**config.mk**
```make
export PLATFORM = sky130hd
export DESIGN_NAME = xbus_arbiter
export DESIGN_NICKNAME = d
export VERILOG_FILES = /design/src/rtl/xbus_pkg.sv /design/src/rtl/xbus_rr_arbiter.sv /design/src/rtl/xbus_arbiter.sv
export SDC_FILE = /design/constraint.sdc
export NUM_CORES = 1
export LEC_CHECK = 0
export ABC_CLOCK_PERIOD_IN_PS = 6500
export CAP_MARGIN = 10
export CORE_AREA = 2 2 172 174
export CTS_CLUSTER_SIZE = 20
export DETAILED_ROUTE_END_ITERATION = 8
export DIE_AREA = 0 0 174 176
export GPL_ROUTABILITY_DRIVEN = 0
export PLACE_DENSITY_LB_ADDON = 0.12
export SYNTH_ARGS = -nofsm -noshare
export SYNTH_HDL_FRONTEND = slang
export SYNTH_SLANG_ARGS = --single-unit
```
**constraint.sdc**
```tcl
create_clock -name mclk -period 6.5 [get_ports mclk]
set_input_delay 1.3 -clock mclk [delete_from_list [all_inputs] [get_ports mclk]]
set_output_delay 1.3 -clock mclk [all_outputs]
set_load 0.03 [all_outputs]
```
**src/rtl/xbus_pkg.sv**
```systemverilog
// Shared Xbus types and default parameters.
package xbus_pkg;

  typedef enum logic [1:0] {
    IDLE = 2'd0,
    ADDR = 2'd1,
    ACK  = 2'd2
  } xbus_state_t;

  localparam int unsigned XBUS_NM       = 2;
  localparam int unsigned XBUS_NS       = 6;
  localparam int unsigned XBUS_AW       = 22;
  localparam int unsigned XBUS_DW       = 32;
  localparam int unsigned XBUS_TMO      = 63;
  localparam bit          XBUS_CPU_PRIO = 1'b1;

endpackage

```
**src/rtl/xbus_rr_arbiter.sv**
```systemverilog
// Combinational master selection: optional CPU priority, round-robin otherwise.
module xbus_rr_arbiter #(
  parameter int unsigned NM       = 2,
  parameter bit          CPU_PRIO = 1'b1
) (
  input  logic [NM-1:0]         req,
  input  logic [$clog2(NM)-1:0] rr_ptr,
  output logic [NM-1:0]         gnt,
  output logic                  ptr_load,
  output logic [$clog2(NM)-1:0] ptr_next
);
  localparam int unsigned PW = $clog2(NM);

  int unsigned     idx_i;
  logic [PW-1:0]   idx;
  logic            found;

  // With CPU_PRIO=0 master 0 is part of the rotation, so every grant advances the pointer.
  always_comb begin
    gnt      = '0;
    ptr_load = 1'b0;
    ptr_next = rr_ptr;
    found    = 1'b0;
    idx_i    = 0;
    idx      = '0;
    if (CPU_PRIO && req[0]) begin
      gnt[0] = 1'b1;
    end else begin
      for (int unsigned k = 1; k <= NM; k++) begin
        idx_i = int'(rr_ptr) + k;
        if (idx_i >= NM) idx_i = idx_i - NM;
        idx = PW'(idx_i);
        if (!found && req[idx] && !(CPU_PRIO && idx == '0)) begin
          gnt[idx] = 1'b1;
          found    = 1'b1;
          ptr_load = 1'b1;
          ptr_next = idx;
        end
      end
    end
  end

endmodule

```
**src/rtl/xbus_arbiter.sv**
```systemverilog
// Multi-master Xbus interconnect: arbitration, slave routing, timeout and error capture.
module xbus_arbiter
  import xbus_pkg::*;
#(
  parameter int unsigned NM       = XBUS_NM,
  parameter int unsigned NS       = XBUS_NS,
  parameter int unsigned AW       = XBUS_AW,
  parameter int unsigned DW       = XBUS_DW,
  parameter int unsigned TMO      = XBUS_TMO,
  parameter bit          CPU_PRIO = XBUS_CPU_PRIO
) (
  input  logic                  mclk,
  input  logic                  reset,
  input  logic [NM-1:0]         m_req,
  input  logic [NM-1:0]         m_write,
  input  logic [NM*AW-1:0]      m_addr,
  input  logic [NM*DW-1:0]      m_wdata,
  output logic [NM-1:0]         m_ack,
  output logic [NM-1:0]         m_load,
  output logic [NM-1:0]         m_err,
  output logic [DW-1:0]         m_rdata,
  output logic                  s_req,
  output logic                  s_write,
  output logic [AW-1:0]         s_addr,
  output logic [DW-1:0]         s_wdata,
  input  logic [NS-1:0]         s_decode,
  input  logic [NS-1:0]         s_ack,
  input  logic [NS*DW-1:0]      s_rdata,
  output logic [NM-1:0]         grant,
  output logic [AW-1:0]         err_addr,
  output logic [$clog2(NM)-1:0] err_master,
  output logic [1:0]            bus_state
);
  localparam int unsigned MW = $clog2(NM);
  localparam int unsigned CW = $clog2(TMO + 1);

  xbus_state_t   state, state_nxt;
  logic [NM-1:0] arb_gnt;
  logic          ptr_load;
  logic [MW-1:0] ptr_next, rr_ptr;
  logic [MW-1:0] arb_idx, gidx;
  logic [CW-1:0] cnt;
  logic          req_g, tmo_hit, go_ack, go_err;
  logic          fail, rd_pend;
  logic [DW-1:0] ack_data;

  xbus_rr_arbiter #(
    .NM       (NM),
    .CPU_PRIO (CPU_PRIO)
  ) u_arb (
    .req      (m_req),
    .rr_ptr   (rr_ptr),
    .gnt      (arb_gnt),
    .ptr_load (ptr_load),
    .ptr_next (ptr_next)
  );

  // Encode the arbiter's one-hot winner into an index.
  always_comb begin
    arb_idx = '0;
    for (int unsigned i = 0; i < NM; i++)
      if (arb_gnt[i]) arb_idx = MW'(i);
  end

  // Route the granted master's cycle to the slave side.
  always_comb begin
    s_write = 1'b0;
    s_addr  = '0;
    s_wdata = '0;
    req_g   = 1'b0;
    for (int unsigned i = 0; i < NM; i++) begin
      if (grant[i]) begin
        s_write = m_write[i];
        s_addr  = m_addr[i*AW +: AW];
        s_wdata = m_wdata[i*DW +: DW];
        req_g   = m_req[i];
      end
    end
  end

  // Read data from the lowest-index acking slave.
  always_comb begin
    ack_data = '0;
    for (int unsigned k = NS; k > 0; k--)
      if (s_ack[k-1]) ack_data = s_rdata[(k-1)*DW +: DW];
  end

  // Counter value TMO-1 in ADDR means this is the TMO-th ADDR cycle.
  assign tmo_hit = (cnt == CW'(TMO - 1));

  // Next-state decode; slave ack outranks decode miss and timeout.
  always_comb begin
    state_nxt = state;
    go_ack    = 1'b0;
    go_err    = 1'b0;
    case (state)
      IDLE: if (|m_req) state_nxt = ADDR;
      ADDR: begin
        if (!req_g) begin
          state_nxt = IDLE;
        end else if (|s_ack) begin
          state_nxt = ACK;
          go_ack    = 1'b1;
        end else if (~|s_decode || tmo_hit) begin
          state_nxt = ACK;
          go_ack    = 1'b1;
          go_err    = 1'b1;
        end
      end
      ACK:  if (!req_g) state_nxt = IDLE;
      default: state_nxt = IDLE;
    endcase
  end

  // Master and slave handshake outputs.
  always_comb begin
    s_req  = (state == ADDR);
    m_ack  = (state == ACK) ? grant : '0;
    m_err  = (state == ACK && fail) ? grant : '0;
    m_load = (state == ACK && rd_pend) ? grant : '0;
  end

  assign bus_state = state;

  // State register.
  always_ff @(posedge mclk or posedge reset) begin
    if (reset) state <= IDLE;
    else       state <= state_nxt;
  end

  // Grant ownership and round-robin pointer.
  always_ff @(posedge mclk or posedge reset) begin
    if (reset) begin
      grant  <= '0;
      gidx   <= '0;
      rr_ptr <= '0;
    end else if (state == IDLE && |m_req) begin
      grant <= arb_gnt;
      gidx  <= arb_idx;
      if (ptr_load) rr_ptr <= ptr_next;
    end else if (state_nxt == IDLE) begin
      grant <= '0;
    end
  end

  // Saturating timeout counter.
  always_ff @(posedge mclk or posedge reset) begin
    if (reset)                                  cnt <= '0;
    else if (state == IDLE)                     cnt <= '0;
    else if (state == ADDR && cnt != CW'(TMO))  cnt <= cnt + 1'b1;
  end

  // Completion status, read data and error capture.
  always_ff @(posedge mclk or posedge reset) begin
    if (reset) begin
      fail       <= 1'b0;
      rd_pend    <= 1'b0;
      m_rdata    <= '0;
      err_addr   <= '0;
      err_master <= '0;
    end else if (go_ack) begin
      fail    <= go_err;
      rd_pend <= !s_write;
      if (!s_write) m_rdata <= go_err ? '0 : ack_data;
      if (go_err) begin
        err_addr   <= s_addr;
        err_master <= gidx;
      end
    end else begin
      rd_pend <= 1'b0;
    end
  end

endmodule

```
* Yosys cells after proc, flatten, opt, wreduce, memory -nomap -nowiden
Cells that the tools add are included.
Word-level totals: register bits after elaboration 69, bits in latches 0, bits in writable memories 0, bits in read-only memories 0, bits of input ports 318, output and inout port bits 121, word-level logic and storage cells 112, memories kept 0
Cells by class: add/sub/neg operators 5, multiply operators 0, div/mod/pow operators 0, magnitude comparators 6, equality and inequality tests 4, shifts and indexed selects 0, multiplexer cells 60, bitwise gates (word level) 3, reduce and logical (&&, ||, !) cells 24
Operators by type and width (count):
- $mux W32 | 9
- $mux W22 | 2
- $mux W1 | 31
- $mux W2 | 13
- $mux W6 | 2
- $reduce_or A6 Y1 | 2
- $logic_and A1 B1 Y1 | 9
- $add A6 B1 Y6 const B | 1
- $eq A6 B6 Y1 const B | 1
- $ne A6 B6 Y1 const B | 1
- $pmux W2 S3 | 1
- $reduce_bool A2 Y1 | 3
- $logic_not A2 Y1 | 2
- $lt A1 B2 Y1 const B | 2
- $reduce_and A2 Y1 | 2
- $reduce_and A4 Y1 | 1
- $add A1 B2 Y3 const B | 1
- $ge A3 B2 Y1 const B | 1
- $logic_not A1 Y1 | 3
- $add A1 B1 Y2 const B | 1
- $demux W1 S1 | 2
- $eq A2 B1 Y1 const B | 1
- $eq A2 B2 Y1 const B | 1
- $ge A1 B1 Y1 const B | 2
- 6 further kinds | 8

* Depth between registers and ports, before layout
word-level depth 15, depth in mapped cells 7

* Modules after synthesis
Synthesis repeated with hierarchy kept, for this count alone.
Unflattened totals: cell total of the unflattened synthesis 509, area total of the unflattened synthesis 4712.0 µm²
Modules (own cells, without submodules):
- xbus_arbiter | times used 1, cells an instance 505, area an instance 4688.2 µm²
- xbus_rr_arbiter | times used 1, cells an instance 4, area an instance 23.8 µm²

* Worst setup path before layout
Ideal clock, no wire load.
path kind input port to output port, start point in m_wdata[16], end point out s_wdata[16], arrival time 2.035 ns, data required time 5.200 ns, setup slack 3.165 ns, cell stages on the path 2, path buffers 0, cells stage by stage nand2_1 > o21ai_0
On the way: word-level cells in the longest chain between the ends 2
Ends and longest elaborated chain:
- start, declared | line xbus_arbiter.sv:17 | input logic [NM*DW-1:0] m_wdata,
- $mux W32 (2 in a row) | line xbus_arbiter.sv:72 | if (grant[i]) begin
- end, declared | line xbus_arbiter.sv:25 | output logic [DW-1:0] s_wdata,
No other way between the ends.

* Worst setup path in the final report
start point reg grant[0], end point out s_addr[2]
On the way: word-level cells in the longest chain between the ends 2
Ends and longest elaborated chain:
- start, declared | line xbus_arbiter.sv:29 | output logic [NM-1:0] grant,
- start signal, assigned | line xbus_arbiter.sv:138 | grant <= arb_gnt;
- $mux W22 (2 in a row) | line xbus_arbiter.sv:72
- end, declared | line xbus_arbiter.sv:24 | output logic [AW-1:0] s_addr,
No other way between the ends.

==> results.rst <==
.. list-table::
   :header-rows: 1

   * - Metric
     - Value
   * - Worst setup slack before clock tree synthesis
     - approximately 2200 ps
   * - Run status
     - complete, no violations
   * - Number of antenna violations at the first check in global routing
     - 1
   * - HPWL reported at the end of detailed placement
     - 20.3 mm
   * - Remaining design rule violation count
     - 0
   * - Clock period minus final worst setup slack
     - around 4100 ps
   * - Internal power of the cells
     - 1.51 mW
   * - Total buffers and inverters traversed by the critical path
     - 2
   * - Unique masters post-synth
     - 41
   * - Net Sw Frac
     - 0.402
   * - Min-Delay Path Depth
     - 1
   * - Largest net degree at the start of global routing
     - 67
   * - Count of standard-cell rows
     - 62
   * - Slew Viols, Final
     - 0
   * - Global router's overall resource usage
     - 0.166
   * - Clk sink count
     - 68
   * - Num CTS Buffers
     - 9
   * - Leakage component of the power
     - 3.76 nW
   * - Yosys reg bits
     - 68
   * - Hold Worst Slack
     - 489 ps
   * - Residual antenna-violating net count after detailed routing
     - 0
   * - Number of nets at the end of the flow
     - roughly 1,200
   * - Slowest stage cell, crit path
     - sky130_fd_sc_hd__clkdlybuf4s50_1
   * - Top fanout value on the critical path
     - 31
   * - Max rail drop VDD
     - roughly 0.085 mV
   * - Post-cts resize count
     - 0
   * - Net switching power
     - a little over 1 mW
   * - Power per cell area
     - 261 nW/um2
   * - Maximum achievable frequency
     - roughly 0.24 GHz
   * - Die extent in y
     - between 150 and 200 um
   * - Count of flip-flops with a built-in enable after synthesis
     - 0
   * - Max-slew headroom at the worst pin
     - 0.532
   * - Number of global-route vias before repair
     - about 6,200
   * - Count of vias placed by the detailed router
     - 5,883
   * - Area enclosed by the die boundary
     - 30,600 um2
   * - Period utilization
     - 0.629
   * - Setup repair after global routing missed its margin
     - no
   * - Global-route wire length before repair
     - approximately 38 mm
   * - Cell count after synthesis
     - roughly 500
   * - Starting Density
     - 0.161
   * - Worst-margin pin slew
     - approximately 700 ps
   * - Warnings from Yosys
     - 0
   * - Fin cells
     - between 1,000 and 1,500
   * - Filler Cell Count
     - about 3,000
   * - Power after layout
     - 2.53 mW
   * - Clock insertion delay at the later pin of the skew report
     - approximately 340 ps
   * - Prevailing post-synth register cell
     - sky130_fd_sc_hd__dfrtp_1
   * - Netlist Area Pre-Place
     - roughly 4600 um2
   * - Mean instance size in the synthesized netlist
     - about 9.1 um2
   * - Final hold vios
     - 0
   * - Capturing point of the worst reg2reg path
     - err_addr[18]$_DFFE_PP0P_
   * - CTS root buffer
     - sky130_fd_sc_hd__clkbuf_16
   * - Number of buffer cells added on primary ports
     - 438
   * - Proportion of synthesized flip-flops having asynchronous set or reset
     - 1.00
   * - Width of the die
     - around 170 um
   * - Count of cells along the worst register-to-register path
     - 6
   * - Clock share of power
     - 0.214
   * - Max incr delay on CP
     - roughly 700 ps
   * - Initial detailed-routing violation count
     - 187
   * - Register-to-register setup slack
     - about 4100 ps
   * - Element type at the critical path start
     - flop
   * - Overall routed net length
     - approximately 26 mm
   * - Std-Cell Core Area
     - 28,500 um2
   * - Post-CTS Setup Bufs
     - 0
   * - Fraction of final layout cells sized beyond drive strength 1
     - 0.0663
   * - Portion of the post-synthesis area used by sequential elements
     - 0.371
   * - Clock Tree Buf Depth
     - 2
   * - Critical path capture point type
     - output port
   * - Post-placement cell count
     - 1,288
   * - Final TNS setup
     - 0 ps
   * - PnR worst setup slack
     - approximately 2400 ps
   * - Layout Skew
     - approximately 9.4 ps
   * - Cell type group with the largest total delay on the critical path
     - buffers and inverters
   * - Htree depth
     - 3
   * - Synthesized Nets
     - 826
   * - Worst path arrival time
     - around 2800 ps
   * - Setup Viol. Count Final
     - 0
   * - GR Overflow Total
     - 0
   * - CTS tree
     - done
   * - Cells along the critical path
     - nor2b_4 -> buf_4 -> a22o_1 -> clkdlybuf4s50_1
   * - Syn-to-layout area delta
     - 111%
   * - Class of the most critical setup path
     - flop to output port
   * - Share of total power in combinational logic
     - 0.543
   * - Sequential power share
     - 0.243
   * - Beginning of the worst register-to-register path
     - grant[1]$_DFFE_PP0P_
   * - Clock slew at the register clock pins of the worst setup and hold paths
     - around 60 ps
   * - I/O Pins
     - about 440
   * - Critical path required time
     - around 5200 ps
   * - Kind of path behind the tightest hold check
     - flop to flop
   * - Wire length per cell after detailed routing
     - approximately 20 um
   * - Average via count per standard cell
     - 4.51
   * - Source of the worst hold timing path
     - m_rdata[7]$_DFFE_PP0P_
   * - Maxcap violations
     - 0
   * - Cts hold-fix bufs
     - 0
   * - Worst hold endpoint
     - m_rdata[7]$_DFFE_PP0P_
   * - Iteration count of the initial detailed-routing pass
     - 6
## through the flow
stage	instance area [um2]	util
2_1_floorplan	4580	-
3_3_place_gp	9350	0.327
3_5_place_dp	9350	0.327
4_1_cts	9670	0.339
5_1_grt	9670	0.339
6_report	9670	0.339
## placed cells by master, fill, tap and decap left out, types with 2 or more instances in the layout
cell,n
sky130_fd_sc_hd__nand2b_1,2
sky130_fd_sc_hd__buf_2,2
sky130_fd_sc_hd__o21ai_0,35
sky130_fd_sc_hd__dfrtp_1,67
sky130_fd_sc_hd__inv_1,6
sky130_fd_sc_hd__a32o_1,33
sky130_fd_sc_hd__o211ai_1,25
sky130_fd_sc_hd__o22ai_1,25
sky130_fd_sc_hd__nand2_1,69
sky130_fd_sc_hd__a21oi_1,6
sky130_fd_sc_hd__nand3b_1,2
sky130_fd_sc_hd__a221oi_1,7
sky130_fd_sc_hd__nor2b_1,10
sky130_fd_sc_hd__and2_1,3
sky130_fd_sc_hd__clkdlybuf4s50_1,436
sky130_fd_sc_hd__o311ai_0,7
sky130_fd_sc_hd__ha_1,2
sky130_fd_sc_hd__nand3_1,4
sky130_fd_sc_hd__clkinv_4,2
sky130_fd_sc_hd__a22oi_1,26
sky130_fd_sc_hd__buf_4,13
sky130_fd_sc_hd__a22o_1,56
sky130_fd_sc_hd__clkbuf_16,9
sky130_fd_sc_hd__and3_1,5
sky130_fd_sc_hd__a21o_1,2
sky130_fd_sc_hd__o22a_1,3
sky130_fd_sc_hd__mux2_2,22
sky130_fd_sc_hd__bufinv_16,2
sky130_fd_sc_hd__o31a_1,2
sky130_fd_sc_hd__clkinv_2,2
sky130_fd_sc_hd__nor2_1,16
## worst max path at each step
| stage | startpoint | endpoint | slack, ps | cells past startpoint |
|---|---|---|---|---|
| 6_report | grant[0]$_DFFE_PP0P_ | s_addr[2] | 2410 | 4 |
| 2_1_floorplan | m_wdata[16] | s_wdata[16] | 3170 | 2 |
| 5_1_grt | grant[0]$_DFFE_PP0P_ | s_addr[2] | 2220 | 4 |
| 3_5_place_dp | s_ack[2] | err_addr[21]$_DFFE_PP0P_ | 2190 | 7 |
| 3_3_place_gp | s_ack[2] | err_addr[4]$_DFFE_PP0P_ | 2240 | 7 |
| 4_1_cts | grant[0]$_DFFE_PP0P_ | s_addr[2] | 2350 | 4 |
## worst reg2reg max path, cell delays in order, from the launching register on
cell and delay [ps]:
sky130_fd_sc_hd__dfrtp_2 380, sky130_fd_sc_hd__buf_4 520, sky130_fd_sc_hd__nand2_1 150, sky130_fd_sc_hd__a21o_1 280, sky130_fd_sc_hd__nor3b_4 190, sky130_fd_sc_hd__buf_4 330
sky130_fd_sc_hd__mux2_2 400
## power by group through the flow
stage / Sequential, mW / Clock (mW) / Combinational, mW
2_1_floorplan: 0.788 / 0 / 0.519
3_3_place_gp: 0.620 / 0 / 1.39
3_5_place_dp: 0.623 / 0 / 1.39
4_1_cts: 0.617 / 0.567 / 1.39
5_1_grt: 0.632 / 0.584 / 1.45
6_report: 0.615 / 0.541 / 1.37
## cells in the mapped netlist (3+ instances only)
cell type / number / area, um2
sky130_fd_sc_hd__a21oi_1: 6 / 30.0
sky130_fd_sc_hd__a221oi_1: 7 / 61.3
sky130_fd_sc_hd__a22o_1: 56 / 490
sky130_fd_sc_hd__a22oi_1: 26 / 195
sky130_fd_sc_hd__a32o_1: 33 / 330
sky130_fd_sc_hd__and2_1: 3 / 18.8
sky130_fd_sc_hd__and3_1: 5 / 31.3
sky130_fd_sc_hd__buf_1: 7 / 26.3
sky130_fd_sc_hd__buf_2: 3 / 15.0
sky130_fd_sc_hd__clkbuf_1: 41 / 154
sky130_fd_sc_hd__dfrtp_1: 68 / 1700
sky130_fd_sc_hd__inv_1: 7 / 26.3
sky130_fd_sc_hd__mux2_2: 22 / 248
sky130_fd_sc_hd__nand2_1: 69 / 259
sky130_fd_sc_hd__nand3_1: 4 / 20.0
sky130_fd_sc_hd__nor2_1: 16 / 60.1
sky130_fd_sc_hd__nor2b_1: 12 / 75.1
sky130_fd_sc_hd__o211ai_1: 25 / 188
sky130_fd_sc_hd__o21ai_0: 35 / 175
sky130_fd_sc_hd__o22a_1: 3 / 26.3
sky130_fd_sc_hd__o22ai_1: 25 / 156
sky130_fd_sc_hd__o311ai_0: 7 / 61.3
## cells by family after synthesis
| family | count (synthesis) | synth area share |
|---|---|---|
| buf+inv | 60 | 0.0516 |
| compound gates | 232 | 0.389 |
| flops | 68 | 0.371 |
| simple gates | 121 | 0.126 |
| fa+ha+maj | 2 | 0.00546 |
| mux | 23 | 0.0565 |
## state kept, by name, indices dropped and copies added, names as in the netlist
| register | flops |
|---|---|
| fail | 1 |
| bus_state | 2 |
| err_master | 1 |
| cnt | 6 |
| rd_pend | 1 |
| err_addr | 22 |
| m_rdata | 32 |
| grant | 2 |
| gidx | 1 |
## cell type report
class | instances | area [um2] | share of cell area
Timing Repair Buffer | 451 | 4470 | 0.462
Multi-Input combinational cell | 378 | 2670 | 0.276
Sequential cell | 68 | 1700 | 0.176
Tap cell | 384 | 480 | 0.0497
Clock buffer | 10 | 229 | 0.0237
Clock inverter | 6 | 90.1 | 0.00932
Inverter | 7 | 27.5 | 0.00285
Antenna cell | 1 | 2.50 | 0.000259
## per-layer routing
| metal | up-vias | share of wire | track usage |
|---|---|---|---|
| li1 | 2812 | - | - |
| met1 | 2757 | 0.37 | 0.177 |
| met2 | 294 | 0.52 | 0.307 |
| met3 | 20 | 0.096 | 0.0618 |
| met4 | 0 | 0.014 | 0.0438 |
| met5 | - | 0 | 0 |
(Power assumes the default switching activity.)
